[src/rtl/keypad_pkg.sv]
// Shared types and constant tables for the 4x4 matrix keypad scanner.
package keypad_pkg;

   typedef enum logic [1:0] {
      IDLE       = 2'd0,
      PRESS_DB   = 2'd1,
      PRESSED    = 2'd2,
      RELEASE_DB = 2'd3
   } kp_state_t;

   typedef enum logic [1:0] {
      SCAN_NONE   = 2'd0,
      SCAN_SINGLE = 2'd1,
      SCAN_MULTI  = 2'd2
   } scan_kind_t;

   // Nibble {row,col} holds the key value; row-major, row 0 / col 0 in the LSBs.
   localparam logic [63:0] KEY_MAP   = 64'hDEF0_C987_B654_A321;
   localparam logic [15:0] COL_DRIVE = 16'h7BDE;

   function automatic logic [3:0] key_lookup(input logic [1:0] row, input logic [1:0] col);
      return KEY_MAP[{row, col, 2'b00} +: 4];
   endfunction

   function automatic logic [3:0] col_drive(input logic [1:0] idx);
      return COL_DRIVE[{idx, 2'b00} +: 4];
   endfunction

endpackage

[src/rtl/keypad_scanner_row_sync.sv]
// Two-flop synchronizer for the keypad row sense lines; resets to idle (all ones).
module row_sync (
   input  logic       clk,
   input  logic       rst_n,
   input  logic [3:0] async_rows,
   output logic [3:0] sync_rows
);

   logic [3:0] meta;

   always_ff @(posedge clk or negedge rst_n) begin
      if (!rst_n) begin
         meta      <= 4'hF;
         sync_rows <= 4'hF;
      end else begin
         meta      <= async_rows;
         sync_rows <= meta;
      end
   end

endmodule

[src/rtl/keypad_scanner.sv]
// Column-multiplexed 4x4 keypad scanner with press/release debounce.
//   state      | meaning
//   IDLE       | no key accepted, waiting for a single key
//   PRESS_DB   | candidate key seen, counting agreeing scans
//   PRESSED    | key accepted and held
//   RELEASE_DB | accepted key missing, counting release scans
module keypad_scanner
   import keypad_pkg::*;
#(
   parameter int SCAN_TICKS     = 100000,
   parameter int DEBOUNCE_SCANS = 4
) (
   input  logic       clk,
   input  logic       rst_n,
   output logic [3:0] col_n,
   input  logic [3:0] row_n,
   output logic [3:0] key_code,
   output logic       key_valid,
   output logic       key_held
);

   localparam int TW = $clog2(SCAN_TICKS);
   localparam int SW = $clog2(DEBOUNCE_SCANS + 1);
   localparam logic [TW-1:0] TICK_LAST = TW'(SCAN_TICKS - 1);
   localparam logic [SW-1:0] DB_LAST   = SW'(DEBOUNCE_SCANS);

   logic [3:0]    row_s;
   logic [TW-1:0] tick;
   logic [1:0]    col_idx;
   logic          tick_last, scan_done;

   logic [1:0]    acc_cnt;
   logic [3:0]    acc_code;
   logic [2:0]    col_hits, acc_sum;
   logic [1:0]    hit_row;
   logic [3:0]    scan_code;
   scan_kind_t    scan_kind;

   kp_state_t     state, state_nx;
   logic [SW-1:0] stab, stab_nx, stab_inc;
   logic [3:0]    cand, cand_nx, code_nx;
   logic          valid_nx, held_nx;

   row_sync u_row_sync (
      .clk        (clk),
      .rst_n      (rst_n),
      .async_rows (row_n),
      .sync_rows  (row_s)
   );

   assign tick_last = (tick == TICK_LAST);
   assign scan_done = tick_last && (col_idx == 2'd3);
   assign col_n     = col_drive(col_idx);

   always_ff @(posedge clk or negedge rst_n) begin
      if (!rst_n) begin
         tick    <= '0;
         col_idx <= 2'd0;
      end else if (tick_last) begin
         tick    <= '0;
         col_idx <= col_idx + 2'd1;
      end else begin
         tick    <= tick + TW'(1);
      end
   end

   always_comb begin
      col_hits = 3'd0;
      hit_row  = 2'd0;
      for (int r = 3; r >= 0; r--) begin
         if (!row_s[r]) begin
            col_hits = col_hits + 3'd1;
            hit_row  = 2'(r);
         end
      end
   end

   // The first hit of a scan names the key; later hits only matter as a count.
   assign acc_sum   = {1'b0, acc_cnt} + col_hits;
   assign scan_code = (acc_cnt == 2'd0) ? key_lookup(hit_row, col_idx) : acc_code;

   always_comb begin
      scan_kind = SCAN_NONE;
      if (acc_sum == 3'd1)
         scan_kind = SCAN_SINGLE;
      else if (acc_sum >= 3'd2)
         scan_kind = SCAN_MULTI;
   end

   always_ff @(posedge clk or negedge rst_n) begin
      if (!rst_n) begin
         acc_cnt  <= 2'd0;
         acc_code <= 4'h0;
      end else if (tick_last) begin
         if (col_idx == 2'd3) begin
            acc_cnt  <= 2'd0;
            acc_code <= 4'h0;
         end else begin
            acc_cnt  <= (acc_sum >= 3'd2) ? 2'd2 : acc_sum[1:0];
            acc_code <= scan_code;
         end
      end
   end

   always_ff @(posedge clk or negedge rst_n) begin
      if (!rst_n) begin
         state     <= IDLE;
         stab      <= '0;
         cand      <= 4'h0;
         key_code  <= 4'h0;
         key_valid <= 1'b0;
         key_held  <= 1'b0;
      end else begin
         state     <= state_nx;
         stab      <= stab_nx;
         cand      <= cand_nx;
         key_code  <= code_nx;
         key_valid <= valid_nx;
         key_held  <= held_nx;
      end
   end

   assign stab_inc = stab + SW'(1);

   always_comb begin
      state_nx = state;
      stab_nx  = stab;
      cand_nx  = cand;
      code_nx  = key_code;
      valid_nx = 1'b0;
      held_nx  = key_held;
      if (scan_done) begin
         case (state)
            IDLE: begin
               if (scan_kind == SCAN_SINGLE) begin
                  cand_nx = scan_code;
                  stab_nx = SW'(1);
                  if (DEBOUNCE_SCANS == 1) begin
                     state_nx = PRESSED;
                     code_nx  = scan_code;
                     valid_nx = 1'b1;
                     held_nx  = 1'b1;
                  end else begin
                     state_nx = PRESS_DB;
                  end
               end
            end
            PRESS_DB: begin
               if (scan_kind == SCAN_SINGLE) begin
                  if (scan_code == cand) begin
                     stab_nx = stab_inc;
                     if (stab_inc == DB_LAST) begin
                        state_nx = PRESSED;
                        code_nx  = cand;
                        valid_nx = 1'b1;
                        held_nx  = 1'b1;
                     end
                  end else begin
                     cand_nx = scan_code;
                     stab_nx = SW'(1);
                  end
               end else if (scan_kind == SCAN_MULTI) begin
                  stab_nx = '0;
               end else begin
                  state_nx = IDLE;
                  stab_nx  = '0;
               end
            end
            PRESSED: begin
               if (!(scan_kind == SCAN_MULTI ||
                     (scan_kind == SCAN_SINGLE && scan_code == key_code))) begin
                  // A single agreeing scan already satisfies a one-scan debounce.
                  if (DEBOUNCE_SCANS == 1) begin
                     state_nx = IDLE;
                     stab_nx  = '0;
                     held_nx  = 1'b0;
                  end else begin
                     state_nx = RELEASE_DB;
                     stab_nx  = SW'(1);
                  end
               end
            end
            RELEASE_DB: begin
               if (scan_kind == SCAN_SINGLE && scan_code == key_code) begin
                  state_nx = PRESSED;
                  stab_nx  = '0;
               end else if (scan_kind != SCAN_MULTI) begin
                  stab_nx = stab_inc;
                  if (stab_inc == DB_LAST) begin
                     state_nx = IDLE;
                     stab_nx  = '0;
                     held_nx  = 1'b0;
                  end
               end
            end
            default: begin
               state_nx = IDLE;
               stab_nx  = '0;
            end
         endcase
      end
   end

endmodule

[config.mk]
export PLATFORM = sky130hd
export DESIGN_NAME = keypad_scanner
export DESIGN_NICKNAME = d
export VERILOG_FILES = /design/src/rtl/keypad_pkg.sv /design/src/rtl/keypad_scanner_row_sync.sv /design/src/rtl/keypad_scanner.sv
export SDC_FILE = /design/constraint.sdc
export NUM_CORES = 1
export LEC_CHECK = 0
export CAP_MARGIN = 20
export CORE_MARGIN = 3
export CORE_UTILIZATION = 40
export CTS_CLUSTER_SIZE = 24
export DETAILED_ROUTE_END_ITERATION = 6
export PLACE_DENSITY = 0.62
export SLEW_MARGIN = 40
export SYNTH_ARGS = -nofsm -noshare
export SYNTH_HDL_FRONTEND = slang
export SYNTH_SLANG_ARGS = --single-unit
[constraint.sdc]
create_clock -name clk -period 3.4 [get_ports clk]
set_input_delay 0.34 -clock clk [delete_from_list [all_inputs] [get_ports clk]]
set_output_delay 0.34 -clock clk [all_outputs]
set_load 0.05 [all_outputs]
; ---- Yosys cells after proc, flatten, opt, wreduce, memory -nomap -nowiden
; Cells that the tools add are included.
[totals]
register_bits = 48
in_bits = 6
output_inout_bits = 10
word_cells = 109
[op_classes]
addsub = 7
n_lt_le_gt_ge = 1
eq_ne = 26
n_shift = 2
n_mux = 49
n_reduce_logical = 12
[ops]
columns = op, count
row1 = $shiftx A64 B7 Y4 const A, 1
row2 = $mux W2, 17
row3 = $mux W3, 10
row4 = $mux W4, 5
row5 = $ne A2 B2 Y1 const B, 10
row6 = $add A17 B1 Y17 const B, 1
row7 = $eq A17 B17 Y1 const B, 1
row8 = $mux W17, 1
row9 = $reduce_and A8 Y1, 2
row10 = $shiftx A16 B5 Y4 const A, 1
row11 = $ne A3 B3 Y1 const B, 5
row12 = $add A3 B1 Y3 const B, 4
row13 = $mux W1, 12
row14 = $pmux W3 S4, 1
row15 = $reduce_and A5 Y1, 2
row16 = $eq A2 B2 Y1 const B, 4
row17 = $eq A4 B4 Y1, 2
row18 = $pmux W2 S4, 1
row19 = $pmux W4 S2, 1
row20 = $eq A2 B1 Y1 const B, 2
row21 = $logic_not A2 Y1, 2
row22 = $reduce_and A4 Y1, 1
row23 = $reduce_bool A2 Y1, 2
row24 = $add A2 B3 Y3, 1
row25 = 7 further kinds, 8

; ---- Depth between registers and ports, before layout
; Gate-level depths: netlist (run 1).
[logic_depth]
depth_word = 16
ltp_mapped = 13
depth_no_buf = 13

; ---- Hierarchy
; From an unflattened synthesis (run 1), not the netlist that was laid out.
[hier_totals]
cells_unflattened = 290
hier_area_um2 = 2980.4
[by_module_without_submodules]
columns = mod, instances, cells_each, area_per_inst_um2, seq_area_each_um2
row1 = keypad_scanner, 1, 282, 2770.2, 1001.0
row2 = row_sync, 1, 8, 210.2, 210.2

; ---- Least setup slack after synthesis (run 1)
; Ideal clock, no wire load.
[synth_timing]
kind = register -> register
from = register u_row_sync.sync_rows[2]
to = register stab[0]
setup_ns = 0.140
t_arrival_ns = 3.337
required_ns = 3.260
path_slack_ns = -0.077
stages_incl_launch_ff = 13
path_buffers = 0
synth_period_minus_slack_ns = 3.477
cell_sequence = dfstp_2 -> inv_1 -> ha_1 -> xnor2_1 -> ha_1 -> mux2_2 -> fa_1 -> xnor3_1 -> nand2b_1 -> a22oi_1 -> and3_1 -> o221a_1 -> a211oi_1
[synth_between]
elab_chain_len = 14
word_cells_on_any_way = 30
cone_classes = 3 x add/sub / 1 x order compare / 9 x eq/ne / 1 x shift / 13 x mux / 3 x reduce/logical
[synth_rtl]
columns = item, line
row1 = start: declaration, keypad_scanner_row_sync.sv:6  ; output logic [3:0] sync_rows
row2 = start signal: assignment, keypad_scanner_row_sync.sv:17  ; sync_rows <= meta;
row3 = $mux W3, keypad_scanner.sv:71  ; if (!row_s[r]) begin
row4 = $add A3 B1 Y3, keypad_scanner.sv:72  ; col_hits = col_hits + 3'd1;
row5 = $mux W3, keypad_scanner.sv:71
row6 = $add A3 B1 Y3, keypad_scanner.sv:72
row7 = $mux W3, keypad_scanner.sv:71
row8 = $add A2 B3 Y3, keypad_scanner.sv:79  ; assign acc_sum = {1'b0, acc_cnt} + col_hits;
row9 = $ge A3 B2 Y1, keypad_scanner.sv:86  ; else if (acc_sum >= 3'd2)
row10 = $mux W2, keypad_scanner.sv:86
row11 = $mux W2, keypad_scanner.sv:84  ; if (acc_sum == 3'd1)
row12 = $eq A2 B1 Y1, -
row13 = $logic_and A1 B1 Y1, "keypad_scanner.sv:171, keypad_scanner.sv:184"
row14 = $logic_or A1 B1 Y1, keypad_scanner.sv:170  ; if (!(scan_kind == SCAN_MULTI ||
row15 = $ne A2 B2 Y1 (no source line), -
row16 = $reduce_and A4 Y1 (no source line), -
row17 = end signal: assignment, keypad_scanner.sv:115  ; stab <= stab_nx;
row18 = end: declaration, keypad_scanner.sv:40  ; logic [SW-1:0] stab, stab_nx, stab_inc;
; Several ways; a longest one is shown, not always the timed one.
; A chain may end at the register's enable or synchronous reset.

; ---- Final worst setup path (run 1)
[layout_timing]
from = register u_row_sync.sync_rows[2]
to = register stab[2]
; Same word-level chain as after synthesis.

==> results.md, run 1 <==
* Initial core utilization at 0.4154
* Required time worst endpoint at 3.63 ns
* CP peak stage delay at 0.53 ns
* Slowest CP cell: dfstp_2
* Fraction of registers with async set/reset at 1.000
* Clk network pwr share at 0.313
* Remaining antenna violation count at 0
* Worst R2R Start: u_row_sync.sync_rows[2]
* Switching Share at 0.2523
* Fin crit share at 0.9427
* Fin area at 0.003516 mm²
* CTS root buf: clkbuf_8
* FMAX at 312.0 MHz
* H-tree Lvls at 2
* Num CTS Buffers at 5
* DRC violations left at 0
* CP Class: flip-flop to flip-flop
* Port buffer count at 15
* Reg-to-Reg End: stab[2]
* Main flop type after synthesis: dfrtp_1
* DP Area at 0.003381 mm²
* # diodes at 0
* DPL Wire Length at 4604 µm
* Grt ovf at 0
* Post-Syn Instances at 310
* Max_cap viols at 0
* Number of distinct library cells after synthesis at 64
* Final Hold Fails at 0
* Crit path max fanout at 6
* Slew Limit Fails at 0
* Core area at 0.007331 mm²
* Clk_skew at 0.01076 ns
* Largest net degree at the start of global routing at 49
* Clock buffer depth at 2
* Vias in the first global route at 2279
* Via count at 2361
* Outcome: completed
* Commonest non-fill, non-tap cell in the layout: dfrtp_1
* Mapped cell area at 0.003045 mm²
* P per Cell Area at 302.1 mW/mm²
* R2R Setup Slk at 0.19 ns
* Crit. End Element: flip-flop
* Die width at 93.26 µm
* Starting DRT DRC Count at 127
* Ports at 16
* Final wirelength at 6425 µm
* CP cell instances: inv_1 > ha_4 > xnor2_2 > ha_1 > mux2_2 > fa_2 > xnor3_1 > nand2_2 > nor3b_2 > nand4b_1 > and3_1 > a31oi_1
* Fin Hold WS at 0.02815 ns
* Synth Warn # at 0
* CTS Hold Bufs at 0
* Sequential Power Share at 0.550
* Clock sinks at 48
* FF/Latch Area at 0.001211 mm²
* CTS tree: done
* Register area share after synthesis at 0.3977
* Placer Congestion at 0.8726
* Initial antenna violation count at 0
* Initial DRT Pass Iterations at 4
* Multi-input gate area at 0.001745 mm²
* P_int at 794.1 µW
* Syn Area/Cell at 9.824 µm²
* Proportion of layout cells with a drive suffix above 1 at 0.1622
* Post-synth EDFFs at 0
* Worst Tran Pin Value at 0.6039 ns
* Area growth syn-to-layout at 15.45%
* Hold WC Path Type: input port to asynchronous set/reset pin
* Logic pwr share at 0.138
* Post-layout min period at 3.205 ns
* CP Data Arrival Time at 3.43 ns
* First-pass GRT wire length at 11140 µm
* Nets at 362
* Sw power at 268.0 µW
* Fillers at 679
* Standard-cell row count at 31
* Via density at 5.390
* VDD IR max at 0.0001683 V
* Highest-count cells in the layout ignoring fill and taps: 40 x dfrtp_1, 20 x nand2_1, 19 x nor2_1, 18 x buf_4
* Clock Latency Late Sink at 0.31 ns
* Die area at 0.008697 mm²
* Total global routing track utilization at 0.1613
* Syn Nets at 334
* Max_slew headroom at 0.5974
* Routed WL per cell at 14.67 µm
* Final setup fails at 0
* Pwr Total at 1062 µW
* Worst-path clk slew at 0.08 ns
* Flops & latches, synth at 48
* Worst R2R Path Depth at 12
* Critical path startpoint category: flip-flop
* Die Ht at 93.26 µm
* Leak pwr at 0.001504 µW
-- logic make-up (layout without fill, tap and decap cells) --
| family | after synthesis | after routing | share of synthesized area |
|---|---|---|---|
| compound gates | 61 | 61 | 0.1401 |
| xor+xnor | 26 | 26 | 0.07929 |
| fa+ha+maj | 18 | 18 | 0.07642 |
| buf+inv | 32 | 61 | 0.04355 |
| flops | 48 | 48 | 0.3977 |
| mux | 16 | 16 | 0.05998 |
| simple gates | 109 | 109 | 0.2030 |
-- through the flow --
step	util	std cells	TNS [ns]	worst slack, ns
3_3_place_gp	0.4608	428	-0.2355	-0.08267
2_1_floorplan	-	310	0	0.01257
4_1_cts	0.4758	437	0	0.05402
6_report	0.4796	438	0	0.1949
5_1_grt	0.4796	438	-0.001364	-0.001364
3_5_place_dp	0.4612	428	-0.5034	-0.1464
-- timing repair --
action                                  CTS  global route
endpoints found under the hold margin     0             0
pin swaps                                 4             3
endpoints found under the setup margin    9             8
gates cloned                              0             0
buffers inserted                          1             1
gates resized for setup                   4             4
-- worst max path at each step --
stage / startpoint / endpoint / slack [ns] / cells after the start
floorplan: u_row_sync.sync_rows[2] / stab[0] / 0.01 / 12
global placement: u_row_sync.sync_rows[2] / stab[2] / -0.08 / 12
detailed placement: u_row_sync.sync_rows[2] / stab[2] / -0.15 / 12
CTS: u_row_sync.sync_rows[2] / stab[2] / 0.05 / 12
global route: u_row_sync.sync_rows[2] / stab[2] / -0.001 / 12
finish: u_row_sync.sync_rows[2] / stab[2] / 0.19 / 12
-- synth_stat cells (all sizes together) (6+ instances only) --
library cell  instances  area (µm²)
mux2i                 7       70.07
nand4                14       87.58
dfstp                 8       210.2
clkbuf                8       30.03
ha                   17       212.7
inv                  21       78.82
nor2                 19       71.32
a21oi                11       55.05
xnor2                18       157.7
a31oi                 6       37.54
dfrtp                40        1001
xor2                  7       61.31
mux2                  9       112.6
o21ai                17       85.08
nand3                12       60.06
nand2                21       78.83
-- critical path, delay by kind of cell (launching register included) --
| family | cells | cell delay, ns |
|---|---|---|
| AND/OR/NAND/NOR | 4 | 0.87 |
| buffers and inverters | 1 | 0.06 |
| multiplexers | 1 | 0.28 |
| flip-flops | 1 | 0.53 |
| XOR/XNOR | 2 | 0.38 |
| AO/OA/AOI/OAI | 1 | 0.12 |
| adder cells (fa/ha/maj) | 3 | 0.88 |
-- power groups by stage --
stage,Sequential [µW],Clock [µW],Combinational (µW)
2_1_floorplan,593,0,76.7
3_3_place_gp,595,0,133
3_5_place_dp,595,0,134
4_1_cts,584,344,140
5_1_grt,585,369,162
6_report,584,332,146
-- layout make-up --
| type | instances | share of cell area |
|---|---|---|
| multi-input combinational | 230 | 0.4964 |
| sequential | 48 | 0.3445 |
| timing repair buffer | 32 | 0.07829 |
| tap | 99 | 0.03523 |
| inverter | 21 | 0.02242 |
| clock buffer | 7 | 0.02171 |
| clock inverter | 1 | 0.001423 |
-- state kept, by name, indices dropped and copies added (netlist names) --
| register | count |
|---|---|
| u_row_sync.sync_rows | 4 |
| state | 2 |
| tick | 17 |
| cand | 4 |
| acc_cnt | 2 |
| key_code | 4 |
| key_valid | 1 |
| u_row_sync.meta | 4 |
| key_held | 1 |
| acc_code | 4 |
| stab | 3 |
| col_idx | 2 |
-- per-layer routing --
metal / vias to the layer above / routed length [µm] / GRT usage
met5: - / 0 / 0
met4: 0 / 92 / 0.04762
met3: 11 / 341 / 0.04103
met2: 53 / 2833 / 0.2484
met1: 1124 / 3158 / 0.2234
li1: 1173 / - / -
(Power assumes the default switching activity.)
==> run 2: changes to the inputs <==
--- a/config.mk
+++ b/config.mk
@@ -10,7 +10,8 @@
 export CORE_UTILIZATION = 40
 export CTS_CLUSTER_SIZE = 24
 export DETAILED_ROUTE_END_ITERATION = 6
-export PLACE_DENSITY = 0.62
+export HOLD_SLACK_MARGIN = 0.02
+export PLACE_DENSITY_LB_ADDON = 0.25
 export SLEW_MARGIN = 40
 export SYNTH_ARGS = -nofsm -noshare
 export SYNTH_HDL_FRONTEND = slang
==> run 2 against run 1 <==
  * Clock skew is 0.0058 ns lower
  * Global-route usage up 0.79 points
  * Clock power increased by 4%
  * Final area grew 1.5%
  * Core utilization is 0.72 points higher
  * Sequential share of layout area fell by 0.51 points
  * Critical path depth unchanged
  * Wire length grew 5.5%
  * Total power is 2.3% higher
  * Critical path type unchanged
  * Critical endpoint is now key_code[0]
  * Highest routed layer unchanged
==> results.md, run 2 (synthesis gave the netlist of run 1 again) <==
* Outcome: completed
* FMAX at 307.9 MHz (-1.3%)
* P_int at 800.2 µW (+0.77%)
* Crit. End Element: flip-flop
* Ports at 16 (unchanged)
* Place WS at -0.09435 ns (+0.05207 ns)
* Clock buffer depth at 2 (unchanged)
* Crit path max fanout at 4 (-2)
* CP top delay family: adder cells
* Via count at 2391 (+1.3%)
* Standard-cell row count at 31 (unchanged)
* CP Capture Point: key_code[0]
* Max_slew headroom at 0.6596 (+0.06217)
* Port buffer count at 15 (unchanged)
* Final setup fails at 0 (unchanged)
* R2R Setup Slk at 0.15 ns (-0.04 ns)
* P per Cell Area at 304.6 mW/mm² (+0.82%)
* Slowest CP cell: dfstp_2
* Logic pwr share at 0.147 (+0.009)
* Reg-to-Reg End: key_code[0]
* Sw power at 286.6 µW (+6.9%)
* Max reg flops at 17 (unchanged)
* Clock Latency Late Sink at 0.30 ns (about the same)
* Hold WC Path Type: flip-flop to flip-flop
* First-pass GRT wire length at 11720 µm (+5.2%)
* Largest net degree at the start of global routing at 35 (-29%)
* H-tree Lvls at 2 (unchanged)
* Switching Share at 0.2637 (+0.01137)
* Final wirelength at 6778 µm (+5.5%)
* Placer Congestion at 0.8636 (-1.0%)
* Setup ws final at 0.1524 ns (-0.04251 ns)
* Starting DRT DRC Count at 128 (+0.79%)
* Initial DRT Pass Iterations at 4 (unchanged)
* Core area at 0.007331 mm² (unchanged)
* CTS tree: done
* Leak pwr at 0.001531 µW (+1.8%)
* Initial antenna violation count at 0 (unchanged)
* Initial core utilization at 0.4154 (unchanged)
* Die Ht at 93.26 µm (unchanged)
* Nets at 366 (+1.1%)
* Critical path startpoint category: flip-flop
* VDD IR max at 0.0002565 V (+52%)
* Crit path launch: u_row_sync.sync_rows[2]
* Sequential Power Share at 0.536 (-0.014)
* Num CTS Buffers at 5 (unchanged)
* Proportion of layout cells with a drive suffix above 1 at 0.1808 (+0.01852)
* Vias in the first global route at 2370 (+4.0%)
* CP Data Arrival Time at 3.44 ns (about the same)
* Fin crit share at 0.9552 (+0.01250)
* Commonest non-fill, non-tap cell in the layout: dfrtp_1
* Buf/Inv on CP at 2 (+1)
* # diodes at 0 (unchanged)
* Remaining antenna violation count at 0 (unchanged)
* CTS root buf: clkbuf_8
* CP cell instances: inv_1 > ha_4 > xnor2_2 > ha_1 > mux2_4 > fa_2 > xnor3_1 > nand2_2 > buf_4 > nor2_1 > nand3_1 > mux2_1
* CP Class: flip-flop to flip-flop
* Die area at 0.008697 mm² (unchanged)
* CP peak stage delay at 0.54 ns (about the same)
* Clk_skew at 0.005006 ns (-0.005751 ns)
* DRC violations left at 0 (unchanged)
* Slew Limit Fails at 0 (unchanged)
* Clock sinks at 48 (unchanged)
* Largest Register: tick
* Worst R2R Start: u_row_sync.sync_rows[2]
* Clk network pwr share at 0.317 (+0.004)
* Max_cap viols at 0 (unchanged)
* Total Neg Setup Slack at 0 ns (unchanged)
* Area growth syn-to-layout at 17.17%
* Final Hold Fails at 0 (unchanged)
* Worst R2R Path Depth at 12 (unchanged)
* Via density at 5.410 (+0.35%)
* Required time worst endpoint at 3.59 ns (-0.04 ns)
* Highest-count cells in the layout ignoring fill and taps: 40 x dfrtp_1, 21 x buf_4, 20 x nand2_1, 19 x nor2_1, 17 x xnor2_1
* Post-layout min period at 3.248 ns (+0.04251 ns)
* DPL Wire Length at 4936 µm (+7.2%)
* Grt ovf at 0 (unchanged)
* Worst Tran Pin Value at 0.5091 ns (-0.09485 ns)
* Routed WL per cell at 15.33 µm (+4.5%)
* Die width at 93.26 µm (unchanged)
* Worst-path clk slew at 0.09 ns (about the same)
* Critical path depth at 12 (unchanged)
* Total global routing track utilization at 0.1692 (+0.007943)
run 2: how the worst min path moves through the flow:
stage	from	endpoint	slack [ns]	cells past startpoint
floorplan	rst_n	acc_cnt[0]	0.04	0
global placement	u_row_sync.meta[0]	u_row_sync.sync_rows[0]	0.35	0
detailed placement	u_row_sync.meta[0]	u_row_sync.sync_rows[0]	0.35	0
CTS	rst_n	col_idx[1]	0.15	1
global route	u_row_sync.meta[1]	u_row_sync.sync_rows[1]	0.36	0
finish	u_row_sync.meta[1]	u_row_sync.sync_rows[1]	0.36	0
run 2: cell type report:
cell class | instances | area (µm²)
Tap cell | 99 | 123.9
Sequential cell | 48 | 1211
Fill cell | 691 | 3762
Multi-Input combinational cell | 230 | 1759
Clock buffer | 5 | 68.82
Clock inverter | 3 | 18.77
Timing Repair Buffer | 36 | 307.8
Inverter | 21 | 78.83
run 2: per-stage QoR:
| stage | hold slack [ns] | total power, µW | cell area, µm² | instances | util |
|---|---|---|---|---|---|
| floorplan | 0.04441 | 669.3 | 3050 | 310 | - |
| global placement | 0.3479 | 730.9 | 3401 | 431 | 0.4639 |
| detailed placement | 0.3468 | 731.7 | 3401 | 431 | 0.4639 |
| CTS | 0.1536 | 1090 | 3521 | 440 | 0.4803 |
| global route | 0.3636 | 1139 | 3568 | 442 | 0.4868 |
| finish | 0.3609 | 1087 | 3568 | 442 | 0.4868 |
run 2: layer usage:
layer	vias to the layer above	part of all wire	global-route usage	wire length (µm)
met3	6	0.032	0.02896	214
met2	41	0.46	0.2692	3089
met5	-	0	0	0
li1	1187	-	-	-
met1	1157	0.50	0.2384	3403
met4	0	0.010	0.04396	70
run 2: worst register-to-register path: stages (launching register included):
cell     delay [ns]
dfstp_2        0.54
inv_1          0.06
ha_4           0.25
xnor2_2        0.13
ha_1           0.28
mux2_4         0.28
fa_2           0.33
xnor3_1        0.26
nand2_2        0.12
buf_4          0.15
nor2_1         0.11
nand3_1        0.24
mux2_1         0.39
run 2: power by group through the flow:
stage                     Combinational (µW)  Sequential [µW]  Clock (µW)
final                                    159              583         345
after global routing                     174              583         381
after CTS                                146              583         361
after detailed placement                 138              593           0
after global placement                   138              593           0
after floorplan                         76.7              593           0
run 2: repair_timing:
item / 4_1_cts / 5_1_grt
hold buffers: 0 / 1
pin swaps: 5 / 6
resized for setup: 6 / 6
endpoints found under the setup margin: 5 / 7
setup buffers: 1 / 1
endpoints found under the hold margin: 0 / 19
